`src/rtl/interval_timer_ctrl.sv`:
```
// interval_timer_ctrl: prescaled one-shot/periodic interval timer sequencer.
// Optional irq_ack/irq ports with sticky irq when INTERVAL_TIMER_CTRL_IRQ_EN is defined.
module interval_timer_ctrl #(
    parameter int WIDTH      = 8,
    parameter int PRESCALE_W = 8
) (
    input  logic                  clock,
    input  logic                  clear,
    input  logic                  start,
    input  logic                  stop,
    input  logic                  mode,
    input  logic [WIDTH-1:0]      term,
    input  logic [PRESCALE_W-1:0] prescale,
`ifdef INTERVAL_TIMER_CTRL_IRQ_EN
    input  logic                  irq_ack,
    output logic                  irq,
`endif
    output logic [WIDTH-1:0]      count,
    output logic                  tick,
    output logic                  busy,
    output logic                  done
);
    typedef enum logic {IDLE, RUN} state_t;
    state_t state, state_nxt;
    logic [WIDTH-1:0] count_nxt, term_q, term_nxt;
    logic [PRESCALE_W-1:0] pre, pre_nxt, presc_q, presc_nxt;
    logic mode_q, mode_nxt, tick_nxt, done_nxt;
    assign busy = (state == RUN);
    // A launch (from IDLE or as a restart) takes priority over any tick due this cycle.
    always_comb begin
        state_nxt = state;
        count_nxt = count;
        pre_nxt   = pre;
        mode_nxt  = mode_q;
        term_nxt  = term_q;
        presc_nxt = presc_q;
        tick_nxt  = 1'b0;
        done_nxt  = 1'b0;
        if (start && !stop) begin
            state_nxt = RUN;
            mode_nxt  = mode;
            term_nxt  = term;
            presc_nxt = prescale;
            count_nxt = '0;
            pre_nxt   = '0;
        end else if (state == RUN) begin
            if (stop) begin
                state_nxt = IDLE;
            end else if (pre == presc_q) begin
                pre_nxt  = '0;
                tick_nxt = 1'b1;
                if (count != term_q) begin
                    count_nxt = count + WIDTH'(1);
                end else begin
                    done_nxt = 1'b1;
                    if (mode_q) count_nxt = '0;
                    else state_nxt = IDLE;
                end
            end else begin
                pre_nxt = pre + PRESCALE_W'(1);
            end
        end
    end
    always_ff @(posedge clock) begin
        if (!clear) begin
            state   <= IDLE;
            count   <= '0;
            pre     <= '0;
            mode_q  <= 1'b0;
            term_q  <= '0;
            presc_q <= '0;
            tick    <= 1'b0;
            done    <= 1'b0;
        end else begin
            state   <= state_nxt;
            count   <= count_nxt;
            pre     <= pre_nxt;
            mode_q  <= mode_nxt;
            term_q  <= term_nxt;
            presc_q <= presc_nxt;
            tick    <= tick_nxt;
            done    <= done_nxt;
        end
    end
`ifdef INTERVAL_TIMER_CTRL_IRQ_EN
    // Setting on a new done wins over a coincident acknowledge.
    always_ff @(posedge clock) begin
        if (!clear) irq <= 1'b0;
        else irq <= done_nxt ? 1'b1 : (irq_ack ? 1'b0 : irq);
    end
`endif
endmodule

```
`config.mk`:
```
export PLATFORM = sky130hd
export DESIGN_NAME = interval_timer_ctrl
export DESIGN_NICKNAME = d
export VERILOG_FILES = /design/src/rtl/interval_timer_ctrl.sv
export SDC_FILE = /design/constraint.sdc
export NUM_CORES = 1
export LEC_CHECK = 0
export BUFFER_PORTS_ARGS = -buffer_cell sky130_fd_sc_hd__buf_2
export CORE_MARGIN = 1.5
export CORE_UTILIZATION = 41
export CTS_CLUSTER_SIZE = 10
export DETAILED_ROUTE_END_ITERATION = 12
export HOLD_SLACK_MARGIN = 0.12
export PLACE_DENSITY = 0.61
export SLEW_MARGIN = 10
export SYNTH_ARGS = -nofsm -noshare
export SYNTH_HDL_FRONTEND = slang
export SYNTH_SLANG_ARGS = --single-unit
```
`constraint.sdc`:
```
create_clock -name clock -period 2.2 [get_ports clock]
set_clock_uncertainty 0.15 [all_clocks]
set_input_delay 0.44 -clock clock [delete_from_list [all_inputs] [get_ports clock]]
set_output_delay 0.44 -clock clock [all_outputs]
set_load 0.02 [all_outputs]
```
==> key figures, run 1 <==
Status
  – Status: finished clean

Layout
  – Commonest non-fill, non-tap cell in the layout: nand2_1
  – Commonest cells after routing, fill and taps aside: nand2_1, dfxtp_1, buf_2
  – ANT cells: 0
  – Fin util: 0.509
  – Layout overhead on the synthesized area: 18.5%
  – Nets: between 200 and 300
  – Share of layout cells above drive strength 1: 0.215

Global routing
  – GRT Util Overall: 0.175
  – Largest net degree at the start of global routing: 20
  – First-pass GRT wire length: between 5000 and 6000 µm
  – Vias in the first global route: between 1,000 and 1,500
  – Initial antenna violation count: 0
  – GRT Residual Overflow: 0

Die
  – Die W: approximately 68 µm
  – Top Ports: 32
  – DIE AREA: 4620 µm²
  – Initial Util: 0.429
  – Core area: roughly 4000 µm²
  – Die Ht: slightly below 70 µm
  – Site row count: 23

Clock network
  – CTS Buf Count: 5
  – CTS tree: done
  – CTS max path bufs: 2
  – Post-cts resize count: 0
  – Post-cts hold buffer count: 0
  – Post-CTS Setup Bufs: 0
  – CTS root buf: clkbuf_8
  – # H-tree levels: 2
  – Clock-pin slew on the worst setup and hold paths: roughly 0.070 ns
  – Clock sinks: 36
  – Skew-Pair Late Insertion Delay: around 0.28 ns

Power and ir drop
  – Pleak: between 0.0008 and 0.0009 µW
  – Pwr Density: 630 nW/µm²
  – Worst vdd ir: between 0.3 and 0.4 mV

Hold path
  – Worst Hold Class: input pin to register

Yosys
  – Syn avg cell area: roughly 8.4 µm²
  – Synth unique cells: 40
  – Sequential fraction of the synthesis area: 0.417
  – Mapped Cells: a little over 200
  – Mapped Nets: around 230
  – Area of the mapped netlist: around 1700 µm²
  – Synth warn: 0
  – Synth Register Bits: 36

Setup path
  – CP required: 2.23 ns
  – Buf+Inv Stages, Crit Path: 0
  – Crit path cell chain: xor2_1 -> nor4_1 -> nand2_1 -> o211a_1 -> o221a_2
  – Crit. End Element: register
  – Crit path kind: register to register
  – Worst setup SP type: register
  – Crit path max fanout: 6
  – CP top delay family: simple AND/OR/NAND/NOR gates
  – Slowest CP cell: dfxtp_1
  – Crit path DAT: between 1.5 and 2 ns
  – Crit path largest cell delay: 0.37 ns

STA
  – Max Fclk: ~0.52 GHz
  – Minimum clock period: 1.91 ns
  – Final setup vio count: 0
  – Post-route clock period utilization: 0.866
  – Rel. slew slack: 0.728
  – Final hold violations: 0
  – Setup TNS: 0 ns
  – Worst Tran Pin Value: between 0.4 and 0.5 ns
  – Max-slew violation count: 0
  – RSZ-0062 raised after global routing: false

Detailed routing
  – M1 WL: between 1500 and 2000 µm
  – Drt drc: 0
  – Vias per cell: 4.93
  – Detail Route Antenna Nets: 0
  – DR vias: ~1,400
  – DRT iter0 DRCs: between 90 and 100
  – DR top layer: met4
  – Routed wl met3: roughly 150 µm
  – Final WL: about 3600 µm
  – Avg WL per Cell: between 10 and 15 µm
  – Pre-antenna DRT Iters: 4
  – Met2 Wirelength: 1490 µm

Placement
  – RePlAce Congestion: slightly below 0.8
  – Dpl hpwl: ~2600 µm
  – IO Port Bufs: 31

Job
  – Max-cap violations: 0
## synth_stat cells
cell type,count,area [µm²]
a21boi_0,18,135
a21oi_1,1,5.00
a22oi_1,2,15.0
a31oi_1,1,6.26
and2_1,2,12.5
and2b_1,1,7.51
and3_1,1,6.26
buf_1,1,3.75
buf_2,5,25.0
buf_6,1,11.3
clkbuf_1,4,15.0
dfxtp_1,36,721
ha_1,2,25.0
inv_1,1,3.75
mux2i_1,1,10.0
nand2_1,52,195
nand2b_1,3,18.8
nand3_1,5,25.0
nand4_1,4,25.0
nand4b_1,2,17.5
nor2_1,13,48.8
nor2b_1,2,12.5
nor3_1,3,15.0
nor3_2,1,10.0
nor3b_1,1,7.51
nor4_1,2,12.5
nor4_2,1,12.5
nor4b_1,1,8.76
o2111ai_1,2,17.5
o211a_1,1,10.0
o211ai_2,1,12.5
o21a_4,1,15.0
o21ai_0,1,5.00
o21ai_1,4,20.0
o221a_2,1,11.3
o22ai_1,2,12.5
or2_2,1,6.26
or3_1,1,6.26
xnor2_1,13,114
xor2_1,10,87.6
## final timing paths
path                            endpoint  slack (ns)                   start  cells past startpoint
hold / removal           tick$_SDFF_PP0_        0.19                   start                      2
setup / recovery   count[5]$_SDFFE_PP0P_        0.29   count[0]$_SDFFE_PP0P_                      5
hold reg to reg   term_q[4]$_SDFFE_PN0P_        0.32  term_q[4]$_SDFFE_PN0P_                      2
setup reg to reg   count[5]$_SDFFE_PP0P_        0.29   count[0]$_SDFFE_PP0P_                      5
## sequential cells by signal, summed over array words and instances (netlist names)
register  cells
presc_q       8
busy          1
term_q        8
tick          1
done          1
mode_q        1
pre           8
count         8
## layout make-up
cell class | instances | area (µm²)
multi-input cells | 157 | 950
fillers | 409 | 1980
clock buffers | 8 | 90.1
flip-flops and latches | 36 | 721
repair buffers | 40 | 223
inverters | 1 | 3.75
well taps | 50 | 62.6
## layer usage
| metal | track usage | up-vias |
|---|---|---|
| li1 | - | 765 |
| met1 | 0.249 | 635 |
| met2 | 0.255 | 36 |
| met3 | 0.0444 | 5 |
| met4 | 0.0600 | 0 |
| met5 | 0 | - |
## cell families (layout without fill, tap and decap cells)
kind of cell,Yosys count,count (layout),synth area share
mux,1,1,0.00579
fa+ha+maj,2,2,0.0145
flops,36,36,0.417
simple gates,96,96,0.259
xor+xnor,23,23,0.116
compound gates,35,35,0.153
buf+inv,12,49,0.0340
## where the power goes
group | switching, µW | leakage, µW | internal (µW) | total, µW
clock network | 220 | 0.0000455 | 255 | 475
logic | 77.6 | 0.000506 | 57.8 | 135
registers | 12.3 | 0.000292 | 668 | 681
total | 310 | 0.000843 | 981 | 1290
## worst reg2reg max path, cell delays in order, from the launching register on
cell and delay (ns):
dfxtp_1 0.37, xor2_1 0.18, nor4_1 0.37, nand2_1 0.24, o211a_1 0.26, o221a_2 0.23
## per-stage QoR
step | hold slack, ns | instance area [µm²] | cells | total power (µW) | worst slack [ns]
2_1_floorplan | 0.305 | 1730 | 205 | 788 | 0.386
3_3_place_gp | 0.315 | 1960 | 284 | 831 | 0.306
3_5_place_dp | 0.322 | 1960 | 284 | 832 | 0.303
4_1_cts | 0.179 | 2050 | 292 | 1310 | 0.288
5_1_grt | 0.171 | 2050 | 292 | 1360 | 0.161
6_report | 0.185 | 2050 | 292 | 1290 | 0.295
No activity file was read; power rests on OpenSTA's default activity.
==> run 2: changes to the inputs <==
Settings changed: GPL_ROUTABILITY_DRIVEN set to 0.
Clock period 2.2 ns to 1.8 ns, I/O delays scaled along.
==> run 2 against run 1 <==
  * Setup slack worse by 0.22 ns
  * Via count increased by 5.6%
  * Cell count rose by 4.1%
  * Routed wire length increased by 5.1%
  * Critical path type unchanged
  * Highest routed layer unchanged
==> key figures, run 2 (synthesized netlist as in run 1, its figures left out) <==
Clock network
  – CTS max path bufs: 2
  – CTS root buf: clkbuf_8
  – CTS Buf Count: 5
  – Clock sinks: 36
  – Clock-pin slew on the worst setup and hold paths: about 0.080 ns
  – # H-tree levels: 2
  – CTS tree: done
  – Skew-Pair Late Insertion Delay: ~0.29 ns

Setup path
  – Crit path max fanout: 5
  – Crit path kind: register to register
  – Crit. End Element: register
  – Crit path cell chain: xor2_2 -> nor4_4 -> nand2_2 -> o211a_1 -> o221a_2
  – Worst setup SP type: register
  – Slowest CP cell: dfxtp_1
  – Crit path largest cell delay: between 0.3 and 0.4 ns
  – CP required: 1.83 ns
  – Crit path DAT: approximately 1.8 ns

Layout
  – ANT cells: 0
  – Nets: between 200 and 300
  – Commonest non-fill, non-tap cell in the layout: nand2_1
  – Finished Layout Cells: around 300
  – Fin util: 0.540
  – Commonest cells after routing, fill and taps aside: nand2_1, dfxtp_1, buf_2
  – Layout overhead on the synthesized area: 25.8%
  – Share of layout cells above drive strength 1: 0.276

Global routing
  – First-pass GRT wire length: roughly 6000 µm
  – Largest net degree at the start of global routing: 20
  – Vias in the first global route: approximately 1,300
  – Initial antenna violation count: 0
  – GRT Util Overall: 0.180
  – GRT Residual Overflow: 0

STA
  – Hold WS: around 0.17 ns
  – Worst Tran Pin Value: around 0.38 ns
  – Setup TNS: 0 ns
  – Minimum clock period: 1.72 ns
  – Final hold violations: 0
  – Final setup vio count: 0
  – Max-slew violation count: 0
  – Rel. slew slack: 0.744
  – Max Fclk: about 0.58 GHz
  – RSZ-0062 raised after global routing: false
  – Post-route clock period utilization: 0.958
  – Final setup margin: 0.0763 ns

Die
  – Die Ht: 67.9 µm
  – Core area: approximately 4000 µm²
  – Die W: just under 70 µm
  – Site row count: 23
  – Top Ports: 32
  – DIE AREA: between 4000 and 5000 µm²
  – Initial Util: 0.429

Detailed routing
  – Drt drc: 0
  – Final WL: about 3800 µm
  – DRT iter0 DRCs: roughly 100
  – Pre-antenna DRT Iters: 4
  – Avg WL per Cell: ~12 µm
  – DR vias: approximately 1,500
  – Vias per cell: around 5
  – Detail Route Antenna Nets: 0

Power and ir drop
  – NetSw: 398 µW
  – Flop pwr share: 0.515
  – Pwr Density: 743 nW/µm²
  – Clock share of power: 0.367
  – Pleak: 0.000914 µW
  – Switching Share: 0.247
  – Comb pwr share: 0.119
  – P_int: between 1000 and 1500 µW
  – Worst vdd ir: 0.389 mV

Placement
  – Worst slack at placement: between 0.015 and 0.02 ns
  – Dpl hpwl: approximately 2700 µm
  – IO Port Bufs: 31
  – Placed cells: ~290

Status
  – Status: finished clean

Hold path
  – Worst Hold Class: input pin to register

Job
  – Max-cap violations: 0
==> run 2: power groups by stage <==
stage	registers [µW]	clock network [µW]	logic (µW)
2_1_floorplan	850	0	113
3_3_place_gp	850	0	181
3_5_place_dp	851	0	181
4_1_cts	833	606	186
5_1_grt	834	652	212
6_report	831	592	192
==> run 2: final cells by class <==
class                      count  area (µm²)
sequential                    36         728
tap                           50        62.6
inverter                       1        3.75
clock buffer                   8        90.1
fill                         408        1850
multi-input combinational    157         975
timing repair buffer          52         315
==> run 2: worst paths after layout <==
kind                            slack (ns)               startpoint  cells past startpoint                 endpoint
worst max-delay path                  0.08   term_q[6]$_SDFFE_PN0P_                      5    count[5]$_SDFFE_PP0P_
worst min-delay path                  0.17              prescale[2]                      3  presc_q[2]$_SDFFE_PN0P_
worst max register to register        0.08   term_q[6]$_SDFFE_PN0P_                      5    count[5]$_SDFFE_PP0P_
worst min register to register        0.32  presc_q[7]$_SDFFE_PN0P_                      2  presc_q[7]$_SDFFE_PN0P_
==> run 2: repair_timing <==
action | CTS | global route
gates resized for setup | 1 | 5
buffers inserted | 0 | 1
hold endpoints to repair | 1 | 0
endpoints found under the setup margin | 1 | 1
pin swaps | 0 | 4
hold buffers | 1 | 0
==> run 2: stage by stage <==
| stage | power (µW) | cell area [µm²] |
|---|---|---|
| floorplan | 963 | 1730 |
| global placement | 1030 | 2040 |
| detailed placement | 1030 | 2040 |
| CTS | 1620 | 2140 |
| global route | 1700 | 2170 |
| finish | 1620 | 2170 |
==> run 2: critical path: cells and delay by family (launching register included) <==
family | cells | cell delay (ns)
XOR/XNOR | 1 | 0.20
AO/OA/AOI/OAI | 2 | 0.46
flip-flops | 1 | 0.35
AND/OR/NAND/NOR | 2 | 0.47
==> run 2: layer usage <==
layer  track usage  wire length (µm)  share of wire
met1         0.254              1920           0.51
met4        0.0750                76          0.020
met5             0                 0              0
met2         0.257              1550           0.41
met3        0.0477               203          0.054
